===== src/rtl/element_addition_cut_bipolar_f_pkg.sv =====
// Shared binary32 definitions for the HDC bundling datapath: field widths,
// constants, unpacked-float view and FSM state encoding.
// Honours ELEMENT_ADD_DENORM_EN: subnormals keep their significand instead of
// being flushed to signed zero on unpack.
package hdc_fp_pkg;

  localparam int FP_EXP_W = 8;
  localparam int FP_MAN_W = 23;
  localparam int FP_BIAS  = 127;

  localparam logic [31:0] FP32_POS_ONE = {1'b0, FP_BIAS[7:0], 23'd0};
  localparam logic [31:0] FP32_NEG_ONE = {1'b1, FP_BIAS[7:0], 23'd0};
  localparam logic [31:0] FP32_QNAN    = 32'h7FC0_0000;

  typedef struct packed {
    logic                sign;
    logic [FP_EXP_W-1:0] exp;   // effective exponent (1 for subnormals when kept)
    logic [FP_MAN_W:0]   sig;   // significand including hidden bit
    logic                is_nan;
    logic                is_inf;
  } fp_unp_t;

  typedef logic [2:0] state_t;
  localparam state_t ST_IDLE  = 3'd0;
  localparam state_t ST_ALIGN = 3'd1;
  localparam state_t ST_ADD   = 3'd2;
  localparam state_t ST_NORM  = 3'd3;
  localparam state_t ST_ROUND = 3'd4;
  localparam state_t ST_CUT   = 3'd5;
  localparam state_t ST_DONE  = 3'd6;

  function automatic fp_unp_t fp_unpack(input logic [31:0] x);
    fp_unp_t u;
    u.sign   = x[31];
    u.is_nan = (&x[30:23]) && (|x[22:0]);
    u.is_inf = (&x[30:23]) && !(|x[22:0]);
    if (x[30:23] == 8'd0) begin
`ifdef ELEMENT_ADD_DENORM_EN
      u.exp = 8'd1;
      u.sig = {1'b0, x[22:0]};
`else
      u.exp = 8'd0;
      u.sig = 24'd0;
`endif
    end else begin
      u.exp = x[30:23];
      u.sig = {1'b1, x[22:0]};
    end
    return u;
  endfunction

endpackage


===== src/rtl/element_addition_cut_bipolar_f_if.sv =====
// Element stream / result bus between the HV streamer, this kernel and the quantiser.
interface element_addition_cut_bipolar_f_if #(parameter int W = 32);
  logic         valid;
  logic         first;
  logic         last;
  logic [W-1:0] data_in;
  logic [W-1:0] data_out;
  logic         ready;
  logic         done;

  modport master (output valid, first, last, data_in, input data_out, ready, done);
  modport slave  (input valid, first, last, data_in, output data_out, ready, done);
endinterface


===== src/rtl/element_addition_cut_bipolar_f_fp32_add.sv =====
// Four-stage binary32 adder (align, add, normalise, round), round-to-nearest-even.
// start latches the operands; finish is high during the round cycle with result valid.
// Honours ELEMENT_ADD_DENORM_EN: gradual underflow instead of flush-to-zero.
module fp32_add_multicycle
  import hdc_fp_pkg::*;
(
  input  logic        clk,
  input  logic        rst,
  input  logic        start,
  input  logic [31:0] a,
  input  logic [31:0] b,
  output logic        finish,
  output logic [31:0] result
);

  logic [3:0]  stg;
  fp_unp_t     ua, ub;
  fp_unp_t     big, sml;
  logic [7:0]  diff;
  logic [49:0] sh_wide;
  logic [26:0] small_al;
  logic        sp_nan, sp_inf, sp_inf_sign;

  logic        al_sign, al_sub;
  logic [7:0]  al_exp;
  logic [26:0] al_mb, al_ms;
  logic [2:0]  al_sp, ad_sp, nm_sp;   // {nan, inf, inf sign}

  logic [27:0] sum;
  logic [27:0] ad_sum;
  logic        ad_sign;
  logic [7:0]  ad_exp;

  logic [4:0]  lz;
  logic [26:0] nm_m, nm_m_q;
  logic [8:0]  nm_e, nm_e_q;
  logic        nm_zero, nm_zero_q, nm_sign_q;

  logic        round_up;
  logic [24:0] rm;
  logic [8:0]  rexp;

  // stage occupancy shift: bit0 align, bit1 add, bit2 normalise, bit3 round
  always_ff @(posedge clk or posedge rst)
    if (rst) stg <= '0;
    else     stg <= {stg[2:0], start};

  assign finish = stg[3];

  // operand capture at accept
  always_ff @(posedge clk)
    if (start) begin
      ua <= fp_unpack(a);
      ub <= fp_unpack(b);
    end

  assign big      = ({ua.exp, ua.sig} >= {ub.exp, ub.sig}) ? ua : ub;
  assign sml      = ({ua.exp, ua.sig} >= {ub.exp, ub.sig}) ? ub : ua;
  assign diff     = big.exp - sml.exp;
  assign sh_wide  = {sml.sig, 26'd0} >> diff;
  assign small_al = (diff >= 8'd50) ? {26'd0, |sml.sig} : {sh_wide[49:24], |sh_wide[23:0]};
  assign sp_nan      = ua.is_nan | ub.is_nan | (ua.is_inf & ub.is_inf & (ua.sign ^ ub.sign));
  assign sp_inf      = ua.is_inf | ub.is_inf;
  assign sp_inf_sign = ua.is_inf ? ua.sign : ub.sign;

  // align stage registers
  always_ff @(posedge clk) begin
    al_sign <= big.sign;
    al_sub  <= big.sign ^ sml.sign;
    al_exp  <= big.exp;
    al_mb   <= {big.sig, 3'b000};
    al_ms   <= small_al;
    al_sp   <= {sp_nan, sp_inf, sp_inf_sign};
  end

  assign sum = al_sub ? ({1'b0, al_mb} - {1'b0, al_ms}) : ({1'b0, al_mb} + {1'b0, al_ms});

  // add stage registers; exact cancellation yields +0
  always_ff @(posedge clk) begin
    ad_sum  <= sum;
    ad_sign <= (al_sub && sum == 28'd0) ? 1'b0 : al_sign;
    ad_exp  <= al_exp;
    ad_sp   <= al_sp;
  end

  // leading-zero count over the non-carry part of the sum
  always_comb begin
    lz = 5'd27;
    for (int i = 0; i < 27; i++)
      if (ad_sum[i]) lz = 5'(26 - i);
  end

  // normalise: carry shifts right with sticky, otherwise shift left by lz
  always_comb begin
    nm_m    = ad_sum[26:0];
    nm_e    = {1'b0, ad_exp};
    nm_zero = 1'b0;
    if (ad_sum[27]) begin
      nm_m = {ad_sum[27:2], ad_sum[1] | ad_sum[0]};
      nm_e = {1'b0, ad_exp} + 9'd1;
    end else if (ad_sum[26:0] == 27'd0) begin
      nm_zero = 1'b1;
    end else if ({3'b000, lz} >= ad_exp) begin
`ifdef ELEMENT_ADD_DENORM_EN
      nm_m = ad_sum[26:0] << (ad_exp - 8'd1);
      nm_e = 9'd0;
`else
      nm_zero = 1'b1;
`endif
    end else begin
      nm_m = ad_sum[26:0] << lz;
      nm_e = {1'b0, ad_exp} - {4'b0000, lz};
    end
  end

  // normalise stage registers
  always_ff @(posedge clk) begin
    nm_m_q    <= nm_m;
    nm_e_q    <= nm_e;
    nm_zero_q <= nm_zero;
    nm_sign_q <= ad_sign;
    nm_sp     <= ad_sp;
  end

  assign round_up = nm_m_q[2] & (nm_m_q[3] | nm_m_q[1] | nm_m_q[0]);
  assign rm       = {1'b0, nm_m_q[26:3]} + {24'd0, round_up};
  assign rexp     = (nm_e_q == 9'd0) ? {8'd0, rm[23]} : nm_e_q + {8'd0, rm[24]};

  // round and pack, specials first, exponent overflow saturates to infinity
  always_comb begin
    if (nm_sp[2])                result = FP32_QNAN;
    else if (nm_sp[1])           result = {nm_sp[0], 8'hFF, 23'd0};
    else if (nm_zero_q)          result = {nm_sign_q, 31'd0};
    else if (rexp >= 9'd255)     result = {nm_sign_q, 8'hFF, 23'd0};
    else                         result = {nm_sign_q, rexp[7:0], rm[24] ? rm[23:1] : rm[22:0]};
  end

endmodule


===== src/rtl/element_addition_cut_bipolar_f.sv =====
// Bundling kernel: accumulates a first/last framed stream of binary32 elements,
// clips the final sum to [CUT_NEG, CUT_POS] and presents it with a done pulse.
// ELEMENT_ADD_DENORM_EN (in the adder/package) enables gradual underflow.
module element_addition_cut_bipolar_f
  import hdc_fp_pkg::*;
#(
  parameter int          HV_DATA_WIDTH = 32,
  parameter logic [31:0] CUT_POS       = FP32_POS_ONE,
  parameter logic [31:0] CUT_NEG       = FP32_NEG_ONE
) (
  input logic                            clk,
  input logic                            reset,
  element_addition_cut_bipolar_f_if.slave bus
);

  state_t                   state;
  logic                     last_q;
  logic [HV_DATA_WIDTH-1:0] acc;
  logic [HV_DATA_WIDTH-1:0] out_q;
  logic [HV_DATA_WIDTH-1:0] cut_val;
  logic [31:0]              add_res;
  logic                     add_fin;
  logic                     accept;

  assign accept = (state == ST_IDLE) && bus.valid;

  fp32_add_multicycle u_add (
    .clk    (clk),
    .rst    (reset),
    .start  (accept),
    .a      (bus.first ? 32'h0000_0000 : acc),
    .b      (bus.data_in),
    .finish (add_fin),
    .result (add_res)
  );

  // sign-magnitude clip; NaN is passed through untouched
  always_comb begin
    cut_val = acc;
    if ((&acc[30:23]) && (|acc[22:0]))             cut_val = acc;
    else if (!acc[31] && acc[30:0] > CUT_POS[30:0]) cut_val = CUT_POS;
    else if (acc[31] && acc[30:0] > CUT_NEG[30:0])  cut_val = CUT_NEG;
  end

  // sequencing FSM, accumulator and held output
  always_ff @(posedge clk or posedge reset) begin
    if (reset) begin
      state  <= ST_IDLE;
      last_q <= 1'b0;
      acc    <= '0;
      out_q  <= '0;
    end else begin
      case (state)
        ST_IDLE:  if (bus.valid) begin
                    last_q <= bus.last;
                    state  <= ST_ALIGN;
                  end
        ST_ALIGN: state <= ST_ADD;
        ST_ADD:   state <= ST_NORM;
        ST_NORM:  state <= ST_ROUND;
        ST_ROUND: if (add_fin) begin
                    acc   <= add_res;
                    state <= last_q ? ST_CUT : ST_IDLE;
                  end
        ST_CUT:   begin
                    out_q <= cut_val;
                    state <= ST_DONE;
                  end
        ST_DONE:  state <= ST_IDLE;
        default:  state <= ST_IDLE;
      endcase
    end
  end

  assign bus.ready    = (state == ST_IDLE);
  assign bus.done     = (state == ST_DONE);
  assign bus.data_out = out_q;

endmodule


===== src/flat_wrapper.sv =====
// flat-port wrapper written by rule: the top's interface ports become plain ports
module element_addition_cut_bipolar_f_flat import hdc_fp_pkg::*;
#(
  parameter int          HV_DATA_WIDTH = 32,
  parameter logic [31:0] CUT_POS       = FP32_POS_ONE,
  parameter logic [31:0] CUT_NEG       = FP32_NEG_ONE
)
  (clk, reset, bus_valid, bus_first, bus_last, bus_data_in, bus_data_out, bus_ready, bus_done);
  element_addition_cut_bipolar_f_if #(.W(32)) bus_i ();
  input logic clk;
  input logic reset;
  input wire logic [$bits(bus_i.valid)-1:0] bus_valid;
  input wire logic [$bits(bus_i.first)-1:0] bus_first;
  input wire logic [$bits(bus_i.last)-1:0] bus_last;
  input wire logic [$bits(bus_i.data_in)-1:0] bus_data_in;
  output wire logic [$bits(bus_i.data_out)-1:0] bus_data_out;
  output wire logic [$bits(bus_i.ready)-1:0] bus_ready;
  output wire logic [$bits(bus_i.done)-1:0] bus_done;
  assign bus_i.valid = bus_valid;
  assign bus_i.first = bus_first;
  assign bus_i.last = bus_last;
  assign bus_i.data_in = bus_data_in;
  assign bus_data_out = bus_i.data_out;
  assign bus_ready = bus_i.ready;
  assign bus_done = bus_i.done;
  element_addition_cut_bipolar_f #(.HV_DATA_WIDTH(HV_DATA_WIDTH), .CUT_POS(CUT_POS), .CUT_NEG(CUT_NEG)) u_core (.clk(clk), .reset(reset), .bus(bus_i));
endmodule

===== config.mk =====
export PLATFORM = sky130hd
export DESIGN_NAME = element_addition_cut_bipolar_f_flat
export DESIGN_NICKNAME = d
export VERILOG_FILES = /design/src/rtl/element_addition_cut_bipolar_f_pkg.sv /design/src/rtl/element_addition_cut_bipolar_f_if.sv /design/src/rtl/element_addition_cut_bipolar_f_fp32_add.sv /design/src/rtl/element_addition_cut_bipolar_f.sv /design/src/flat_wrapper.sv
export SDC_FILE = /design/constraint.sdc
export NUM_CORES = 1
export LEC_CHECK = 0
export BUFFER_PORTS_ARGS = -buffer_cell sky130_fd_sc_hd__buf_2
export CAP_MARGIN = 15
export CORE_MARGIN = 2
export CORE_UTILIZATION = 60
export DETAILED_ROUTE_END_ITERATION = 12
export PLACE_DENSITY = 0.85
export SLEW_MARGIN = 20
export SYNTH_ARGS = -nofsm -noshare
export SYNTH_HDL_FRONTEND = slang
export SYNTH_SLANG_ARGS = --single-unit

===== constraint.sdc =====
create_clock -name clk -period 17.6 [get_ports clk]
set_input_delay 1.76 -clock clk [delete_from_list [all_inputs] [get_ports clk]]
set_output_delay 1.76 -clock clk [all_outputs]
set_load 0.02 [all_outputs]

Yosys cells after proc, flatten, opt, wreduce, memory -nomap -nowiden --
Index checks and enable logic that the tools add are counted. W data, S select, Z words.
Operators by class: add/subtract/negate cells 7, $lt $le $gt $ge 5, eq/ne operators 8, shift-type cells 2, mux-type cells 56, bitwise gates (word level) 11, reduce and logical (&&, ||, !) cells 29
Operator list (number):
- $mux W32 | 5
- $mux W5 | 26
- $mux W31 | 3
- $mux W35 | 2
- $reduce_or A23 Y1 | 3
- $mux W27 | 2
- $shr A50 B8 Y50 | 1
- $mux W24 | 2
- $reduce_or A24 Y1 | 2
- $mux W9 | 4
- $ge A32 B32 Y1 | 1
- $gt A31 B30 Y1 const B | 1
- $add A27 B27 Y28 | 1
- $logic_not A28 Y1 | 1
- $mux W28 | 1
- $sub A27 B27 Y28 | 1
- $logic_not A27 Y1 | 1
- $shl A27 B5 Y27 | 1
- $mux W26 | 1
- $add A24 B1 Y25 | 1
- $reduce_and A8 Y1 | 3
- $mux W23 | 1
- $pmux W3 S6 | 1
- $logic_not A8 Y1 | 2
- other kinds (21) | 51
Storage, ports and cells: register bits after elaboration 287, output and inout bits 34, logic and storage cells 152

Longest topological paths before layout --
Gate-level depths: netlist of run 1.
word-level depth 31, mapped depth 29, gate-level depth less buffers 26

Modules after synthesis --
A second synthesis of run 1 with hierarchy kept.
Second synthesis, totals: cell total of the unflattened synthesis 2213, area, all modules 19093.3 um^2
Modules (own cells, without submodules):
- fp32_add_multicycle | instances 1, cells an instance 1905, area each 15816.4 um^2
- element_addition_cut_bipolar_f | instances 1, cells an instance 308, area each 3276.9 um^2

Worst setup path after synthesis of run 1 --
Ideal clock, no wire load.
path kind register -> register, start register u_core.u_add.ub[27] (netlist name), end register u_core.u_add.al_ms[0], arrival 5.743 ns, data required time 17.469 ns, slack 11.726 ns, cell stages (with the launch flop) 28, clock period less this slack 5.874 ns, path through edfxtp_1 > clkbuf_1 > inv_1 > ha_1 > nand4_1 > or3_1 > o22a_1 > nand4b_1 > a21oi_1 > buf_2 > buf_2 > buf_4 > clkbuf_1 > clkbuf_1 > nor2_1 > a22oi_1 > ha_1 > nor2_1 > o21a_1 > nor4_1 > nand2_1 > clkbuf_1 > mux4_2 > nand2_1 > a21oi_1 > a2111o_1 > o311ai_0 > a31oi_1
On the way: cells in the longest elaborated chain, start to end 6
Ends and longest elaborated chain:
- start: declaration | RTL line element_addition_cut_bipolar_f_fp32_add.sv:17 | fp_unp_t ua, ub;
- start signal: assignment | RTL line element_addition_cut_bipolar_f_fp32_add.sv:54 | ub <= fp_unpack(b);
- $ge A32 B32 Y1 | RTL line element_addition_cut_bipolar_f_fp32_add.sv:57, element_addition_cut_bipolar_f_fp32_add.sv:58
- $mux W35, on equally long branches | RTL line element_addition_cut_bipolar_f_fp32_add.sv:57, element_addition_cut_bipolar_f_fp32_add.sv:58
- $sub A8 B8 Y8 | RTL line element_addition_cut_bipolar_f_fp32_add.sv:59 | assign diff = big.exp - sml.exp;
- $shr A50 B8 Y50 | RTL line element_addition_cut_bipolar_f_fp32_add.sv:60 | assign sh_wide = {sml.sig, 26'd0} >> diff;
- $reduce_or A24 Y1 | RTL line element_addition_cut_bipolar_f_fp32_add.sv:61 | assign small_al = (diff >= 8'd50) ? {26'd0, |sml.sig} : {sh_wide[49:24], |sh_wide[23:0]};
- $mux W1 (*) | RTL line element_addition_cut_bipolar_f_fp32_add.sv:61
- net u_core.u_add.small_al[0] | RTL line element_addition_cut_bipolar_f_fp32_add.sv:21 | logic [26:0] small_al;
- end signal: assignment | RTL line element_addition_cut_bipolar_f_fp32_add.sv:72 | al_ms <= small_al;
- end: declaration | RTL line element_addition_cut_bipolar_f_fp32_add.sv:26 | logic [26:0] al_mb, al_ms;
The timed path passes the listed nets; every way through them passes the cells marked *. A chain may end at the register's enable or synchronous reset.

Worst setup path after layout of run 1 --
start register u_core.u_add.ua[26] (netlist name), end register u_core.u_add.al_ms[0]
On the way: cells in the longest elaborated chain, start to end 6
Ends and longest elaborated chain:
- start: declaration | RTL line element_addition_cut_bipolar_f_fp32_add.sv:17
- start signal: assignment | RTL line element_addition_cut_bipolar_f_fp32_add.sv:53 | ua <= fp_unpack(a);
- $ge A32 B32 Y1 | RTL line element_addition_cut_bipolar_f_fp32_add.sv:57, element_addition_cut_bipolar_f_fp32_add.sv:58
- $mux W35, on equally long branches | RTL line element_addition_cut_bipolar_f_fp32_add.sv:57, element_addition_cut_bipolar_f_fp32_add.sv:58
- $sub A8 B8 Y8 | RTL line element_addition_cut_bipolar_f_fp32_add.sv:59
- $shr A50 B8 Y50 | RTL line element_addition_cut_bipolar_f_fp32_add.sv:60
- $reduce_or A24 Y1 | RTL line element_addition_cut_bipolar_f_fp32_add.sv:61
- $mux W1 (*) | RTL line element_addition_cut_bipolar_f_fp32_add.sv:61
- net u_core.u_add.small_al[0] | RTL line element_addition_cut_bipolar_f_fp32_add.sv:21
Marked as above.

==> flow_summary.json, run 1 <==
{
  "yosys.cell_types.count": 89,
  "ios": 71,
  "stdcell_count": 2338,
  "synthCells": 1919,
  "die_x_um": 176,
  "p_leak_nw": 8.26,
  "hold_buffers": 0,
  "dpl-instance-area_mm2": 0.0183,
  "grt_usage_pct": 34.0,
  "synth_flop_cell": "dfxtp_1",
  "first_iter_violations": 1652,
  "die_h_um": 176,
  "gp_congestion": 0.993,
  "hold_viol": 0,
  "cp-end-kind": "register",
  "clock_latency_ns": 0.60,
  "clk_pin_slew_ns": 0.06,
  "wl_um": 53000,
  "antenna_found_initial": 1,
  "synth_most_common_cell": "nand2_1",
  "cts_root_buf": "clkbuf_16",
  "finalSetupTns_ns": 0,
  "die_area_mm2": 0.0310,
  "rows": 62,
  "seq_power_share_pct": 28.4,
  "grt-ovfl-total": 0,
  "setup_viol": 0,
  "fin_area_mm2": 0.0194,
  "ys_async_sr_fraction_pct": 25.1,
  "p_sw_share_pct": 47.1,
  "ant_nets": 0,
  "pwr-share-clk_pct": 16.4,
  "outcome": "complete, no violations",
  "ctsResizeCount": 0,
  "p_int_w": 0.00226,
  "worstPathArrival_ns": 7.14,
  "slew_headroom_pct": 27.2,
  "grt_max_degree": 81,
  "htreeDepth": 1,
  "viasPerCell": 6.61,
  "fin_util_pct": 67.0,
  "post-cts-setup-buffers": 0,
  "fin_worst_skew_ns": 0.0638,
  "cts_tree": "built",
  "p_total_w": 0.00428,
  "grt_pass1_vias": 14800,
  "synthTopCellsByCount": "nand2_1, dfxtp_1, nor2_1",
  "vias": 15500,
  "drv_cap": 0,
  "wl_per_cell_um": 22.7,
  "place_hpwl_um": 39100,
  "rsz0062_at_grt": "false",
  "worst_pin_slew_ns": 1.08,
  "fp.coreArea_mm2": 0.0289,
  "syn-num-nets": 2051,
  "cts_sinks": 287,
  "slew_viol_final": 0,
  "power_frac_comb_pct": 55.2,
  "synth-seq-area-share_pct": 38.3,
  "cts_buffers": 30,
  "drive_above_1_share_pct": 12.1,
  "first_pass_iters": 8,
  "synth_edf_count": 70,
  "placed_cells": 2282,
  "fin_crit_sh_pct": 38.3,
  "start_util_pct": 61.4,
  "critPathMaxFanout": 80,
  "grt_pass1_wl_um": 82800,
  "synth_area_per_cell_um2": 9.26,
  "syn2layout_area_growth_pct": 9.18,
  "timing.fmax_ghz": 0.148,
  "netlist_top_cells_area": "dfxtp_1, edfxtp_1, dfrtp_1",
  "p_per_area_mw_per_mm2": 220,
  "required_ns": 18.00,
  "portBuffers": 70,
  "synth_area_mm2": 0.0178,
  "nNetsFinal": 2062,
  "post-route-min-period_ns": 6.74,
  "yosys_warnings": 0,
  "drc": 0,
  "synth.ff_latch_count": 287,
  "clockBufferDepth": 3,
  "hold_class": "reg -> reg",
  "power.switching_w": 0.00201,
  "startpoint_type": "register",
  "synth_top_area_share_pct": 16.3,
  "peakVddDrop_v": 0.000196,
  "synth_top_cell_by_area": "dfxtp_1",
  "worst-setup-path-type": "reg -> reg",
  "n_antenna_cell": 0
}
==> worst max-delay path, cell delays in order, from the launching register on <==
cell,delay (ns)
edfxtp_1,0.45
ha_1,0.32
buf_4,0.26
nand4_1,0.14
or3_1,0.15
o22a_1,0.14
nand4b_1,0.25
a21oi_4,0.21
buf_4,0.76
nor2_1,0.08
a22oi_1,0.21
ha_1,0.27
nor2_1,0.09
o21a_1,0.19
nor4_1,0.55
and2_1,0.75
mux2i_1,0.31
mux2i_1,0.10
mux2i_1,0.21
a21oi_1,0.09
or4_1,0.40
o311ai_0,0.41
a31oi_1,0.16
==> metal layers <==
| layer | routed length, um | vias up | GRT usage (%) |
|---|---|---|---|
| met1 | 22100 | 7389 | 46.6 |
| met2 | 23800 | 874 | 54.1 |
| met5 | 0 | - | 0 |
| met4 | 2390 | 0 | 13.5 |
| met3 | 4630 | 157 | 5.64 |
| li1 | - | 7030 | - |
==> kinds of logic after synthesis <==
kind of cell	synth area share, %
compound gates	17.6
fa+ha+maj	6.78
buf+inv	5.45
xor+xnor	3.30
flops	38.3
simple gates	16.9
mux	11.7
==> stage by stage <==
step	hold slack (ns)	worst slack, ns
after floorplan	0.310	11.73
after global placement	0.310	11.20
after detailed placement	0.312	11.05
after CTS	0.327	10.99
after global routing	0.331	10.22
final	0.327	10.86
==> cell usage in the layout, fill, tap and decap left out, drive strengths merged, types with 9 or more instances in the layout <==
| master | instances |
|---|---|
| clkbuf | 36 |
| a221oi | 9 |
| a211oi | 15 |
| o31ai | 23 |
| nor4 | 38 |
| nor2 | 132 |
| a22o | 37 |
| nor3 | 55 |
| buf | 90 |
| clkinv | 13 |
| xor2 | 26 |
| nand2 | 165 |
| a21o | 18 |
| mux2i | 108 |
| o211ai | 13 |
| a22oi | 10 |
| o22a | 14 |
| a21oi | 111 |
| nor2b | 17 |
| nand4 | 20 |
| edfxtp | 70 |
| a31oi | 15 |
| o21ai | 85 |
| ha | 93 |
| dfrtp | 72 |
| dfxtp | 145 |
| and3 | 17 |
| and2 | 58 |
| inv | 127 |
| mux4 | 25 |
| or3 | 15 |
| nand2b | 19 |
| nand3 | 45 |
| xnor2 | 40 |
| mux2 | 38 |
==> flip-flops by register name, indices dropped and copies added, names as in the netlist, 3 cells and up <==
name                 flops
u_core.acc              32
u_core.bus.data_out     32
u_core.state             3
u_core.u_add.ad_exp      8
u_core.u_add.ad_sp       3
u_core.u_add.ad_sum     28
u_core.u_add.al_exp      8
u_core.u_add.al_mb      24
u_core.u_add.al_ms      27
u_core.u_add.al_sp       3
u_core.u_add.nm_e_q      9
u_core.u_add.nm_m_q     27
u_core.u_add.nm_sp       3
u_core.u_add.stg         4
u_core.u_add.ua         35
u_core.u_add.ub         35
==> area by class of cell <==
class | instances | area [um^2]
clock inverters | 20 | 300
flip-flops and latches | 287 | 6810
inverters | 126 | 473
repair buffers | 90 | 500
clock buffers | 36 | 823
well taps | 384 | 480
fillers | 2230 | 9540
multi-input cells | 1395 | 10000
==> power groups by stage <==
| stage | clock [W] | sequential, W | combinational [W] |
|---|---|---|---|
| floorplan | 0 | 0.00109 | 0.00173 |
| global placement | 0 | 0.00120 | 0.00226 |
| detailed placement | 0 | 0.00121 | 0.00227 |
| CTS | 0.000705 | 0.00120 | 0.00229 |
| global route | 0.000730 | 0.00123 | 0.00255 |
| finish | 0.000701 | 0.00122 | 0.00236 |
==> path summary, 6_finish.rpt <==
check | startpoint | endpoint | slack [ns] | cells after the start
hold / removal | u_core.u_add.al_exp[1]$_DFF_P_ | u_core.u_add.ad_exp[1]$_DFF_P_ | 0.33 | 0
setup reg to reg | u_core.u_add.ua[26]$_SDFFCE_PN0P_ | u_core.u_add.al_ms[0]$_DFF_P_ | 10.86 | 22
setup / recovery | u_core.u_add.ua[26]$_SDFFCE_PN0P_ | u_core.u_add.al_ms[0]$_DFF_P_ | 10.86 | 22
min in group asynchronous | reset | u_core.acc[29]$_DFFE_PP0P_ | 1.43 | 3
hold reg to reg | u_core.u_add.al_exp[1]$_DFF_P_ | u_core.u_add.ad_exp[1]$_DFF_P_ | 0.33 | 0
max in group asynchronous | reset | u_core.bus.data_out[11]$_DFFE_PP0P_ | 15.61 | 3
Power figures use the tool's default switching activity.
==> run 2, diff against run 1 <==
--- a/config.mk
+++ b/config.mk
@@ -8,9 +8,9 @@
 export BUFFER_PORTS_ARGS = -buffer_cell sky130_fd_sc_hd__buf_2
 export CAP_MARGIN = 15
 export CORE_MARGIN = 2
-export CORE_UTILIZATION = 60
+export CORE_UTILIZATION = 57
 export DETAILED_ROUTE_END_ITERATION = 12
-export PLACE_DENSITY = 0.85
+export PLACE_DENSITY = 0.84
 export SLEW_MARGIN = 20
 export SYNTH_ARGS = -nofsm -noshare
 export SYNTH_HDL_FRONTEND = slang
==> constraint.sdc (replaced) <==
create_clock -name clk -period 5.8 [get_ports clk]
set_input_delay 0.58 -clock clk [delete_from_list [all_inputs] [get_ports clk]]
set_output_delay 0.58 -clock clk [all_outputs]
set_load 0.02 [all_outputs]
==> flow_summary.json, run 2 (synthesis results as in run 1) <==
{
  "grt_usage_pct": 31.5,
  "p_per_area_mw_per_mm2": 661,
  "fin_worst_skew_ns": 0.0355,
  "viasPerCell": 6.46,
  "place_hpwl_um": 39500,
  "rsz0062_at_grt": "false",
  "cts_tree": "built",
  "slowest_stage": "buf_4",
  "clockBufferDepth": 3,
  "grt_pass1_vias": 14700,
  "drc": 0,
  "outcome": "complete, no violations",
  "clock_latency_ns": 0.58,
  "grt_pass1_wl_um": 82100,
  "nNetsFinal": 2080,
  "cts_buffers": 29,
  "fp.coreArea_mm2": 0.0307,
  "first_iter_violations": 1696,
  "startpoint_type": "register",
  "seqCellArea_mm2": 0.00681,
  "vias": 15300,
  "drv_cap": 0,
  "wl_um": 52400,
  "peakVddDrop_v": 0.000446,
  "drive_above_1_share_pct": 12.9,
  "slew_viol_final": 0,
  "die_area_mm2": 0.0326,
  "cp-end-kind": "register",
  "layout.filler_cells": 2497,
  "worstPathArrival_ns": 5.80,
  "setup_viol": 0,
  "antenna_found_initial": 0,
  "r2r_cells": 18,
  "p_total_w": 0.0128,
  "finalSetupTns_ns": 0,
  "ff2ff_setup_slack_ns": 0.42,
  "worst-setup-path-type": "reg -> reg",
  "multi_input_area_mm2": 0.0100,
  "grt-ovfl-total": 0,
  "die_h_um": 181,
  "worst_pin_slew_ns": 1.07,
  "min_path_cells": 1,
  "layout_commonest_cell": "nand2_1",
  "p_leak_nw": 8.29,
  "critPathMaxStageDelay_ns": 0.68,
  "timing.fmax_ghz": 0.186,
  "grt_max_degree": 73,
  "rows": 64,
  "die_x_um": 181,
  "slew_headroom_pct": 28.0,
  "cts_sinks": 287,
  "required_ns": 6.22,
  "hold_buffers": 0,
  "gp_congestion": 0.970,
  "final_cell_mix": "nand2_1, dfxtp_1, nor2_1",
  "reg_top3": "u_core.u_add.ua x35, u_core.u_add.ub x35",
  "portBuffers": 70,
  "post-route-min-period_ns": 5.38,
  "clk_pin_slew_ns": 0.07,
  "syn2layout_area_growth_pct": 9.32,
  "hold_class": "in -> reg",
  "fin_crit_sh_pct": 92.8,
  "hold_viol": 0,
  "path_cells": "inv_1, ha_1, nand4_1, or3_1, o22a_1, nand4b_1, a21oi_4, buf_4, mux2i_1, nor3b_1, mux2_2, or2_0, buf_4, a31oi_1, a211oi_1, nor4bb_1, a2bb2oi_1, a31oi_1",
  "first_pass_iters": 6,
  "ios": 71,
  "wl_per_cell_um": 22.1,
  "cts_root_buf": "clkbuf_16",
  "ant_nets": 0,
  "start_util_pct": 57.9,
  "htreeDepth": 1,
  "critPathMaxFanout": 68
}
run 2: changes by cell type in the layout (fill, tap and decap cells not counted), sizes merged:
cell and delta:
buf +19, bufinv -4, clkbuf +3, clkinv -2, diode +1
run 2: per-layer routing:
| metal | part of all wire, % | track usage (%) | up-vias |
|---|---|---|---|
| met4 | 3.1 | 9.68 | 0 |
| met2 | 46 | 50.7 | 801 |
| li1 | - | - | 7070 |
| met5 | 0 | 0 | - |
| met1 | 42 | 43.8 | 7318 |
| met3 | 8.9 | 5.07 | 113 |
run 2: where the power goes:
group	internal [W]	switching [W]	leakage (nW)	total [W]
clock	0.00110	0.000804	0.495	0.00190
combinational	0.00286	0.00439	4.98	0.00725
sequential	0.00281	0.000866	2.82	0.00368
total	0.00677	0.00606	8.29	0.0128
run 2: worst paths after layout:
kind,from,end
max in group asynchronous,reset,u_core.acc[26]$_DFFE_PP0P_
setup reg to reg,u_core.u_add.ub[27]$_SDFFCE_PN0P_,u_core.u_add.al_ms[0]$_DFF_P_
hold / removal,bus_data_in[31],u_core.u_add.ub[34]$_DFFE_PP_
setup / recovery,u_core.u_add.ub[27]$_SDFFCE_PN0P_,u_core.u_add.al_ms[0]$_DFF_P_
min in group asynchronous,reset,u_core.acc[25]$_DFFE_PP0P_
hold reg to reg,u_core.u_add.ad_sp[1]$_DFF_P_,u_core.u_add.nm_sp[1]$_DFF_P_
run 2: worst max-delay path, delay by kind of cell, from the launching register on:
family                   cells  cell delay, ns
AO/OA/AOI/OAI                6            1.04
buffers and inverters        3            1.11
AND/OR/NAND/NOR              6            1.65
flip-flops                   1            0.49
multiplexers                 2            0.56
adder cells (fa/ha/maj)      1            0.36
run 2: per-stage QoR:
step	std cells	instance area [um^2]	hold WS [ns]	worst slack (ns)	util (%)
finish	2367	19400	0.173	0.418	63.3
global route	2366	19400	0.166	0.0151	63.3
CTS	2366	19400	0.164	0.251	63.3
detailed placement	2313	18400	0.312	0.269	60.1
global placement	2313	18400	0.312	0.357	60.1
floorplan	1919	17800	0.310	0.0979	-
run 2: repair_timing:
action,in CTS,in global routing
gates resized for setup,0,5
setup endpoints to repair,0,32
setup buffers,0,0
endpoints found under the hold margin,0,0
run 2: layout make-up:
type | instances | share of cell area (%)
multi-input combinational | 1395 | 51.6
clock inverter | 14 | 0.747
inverter | 126 | 2.44
timing repair buffer | 109 | 3.31
clock buffer | 39 | 4.27
tap | 396 | 2.55
sequential | 287 | 35.0
antenna | 1 | 0.0129
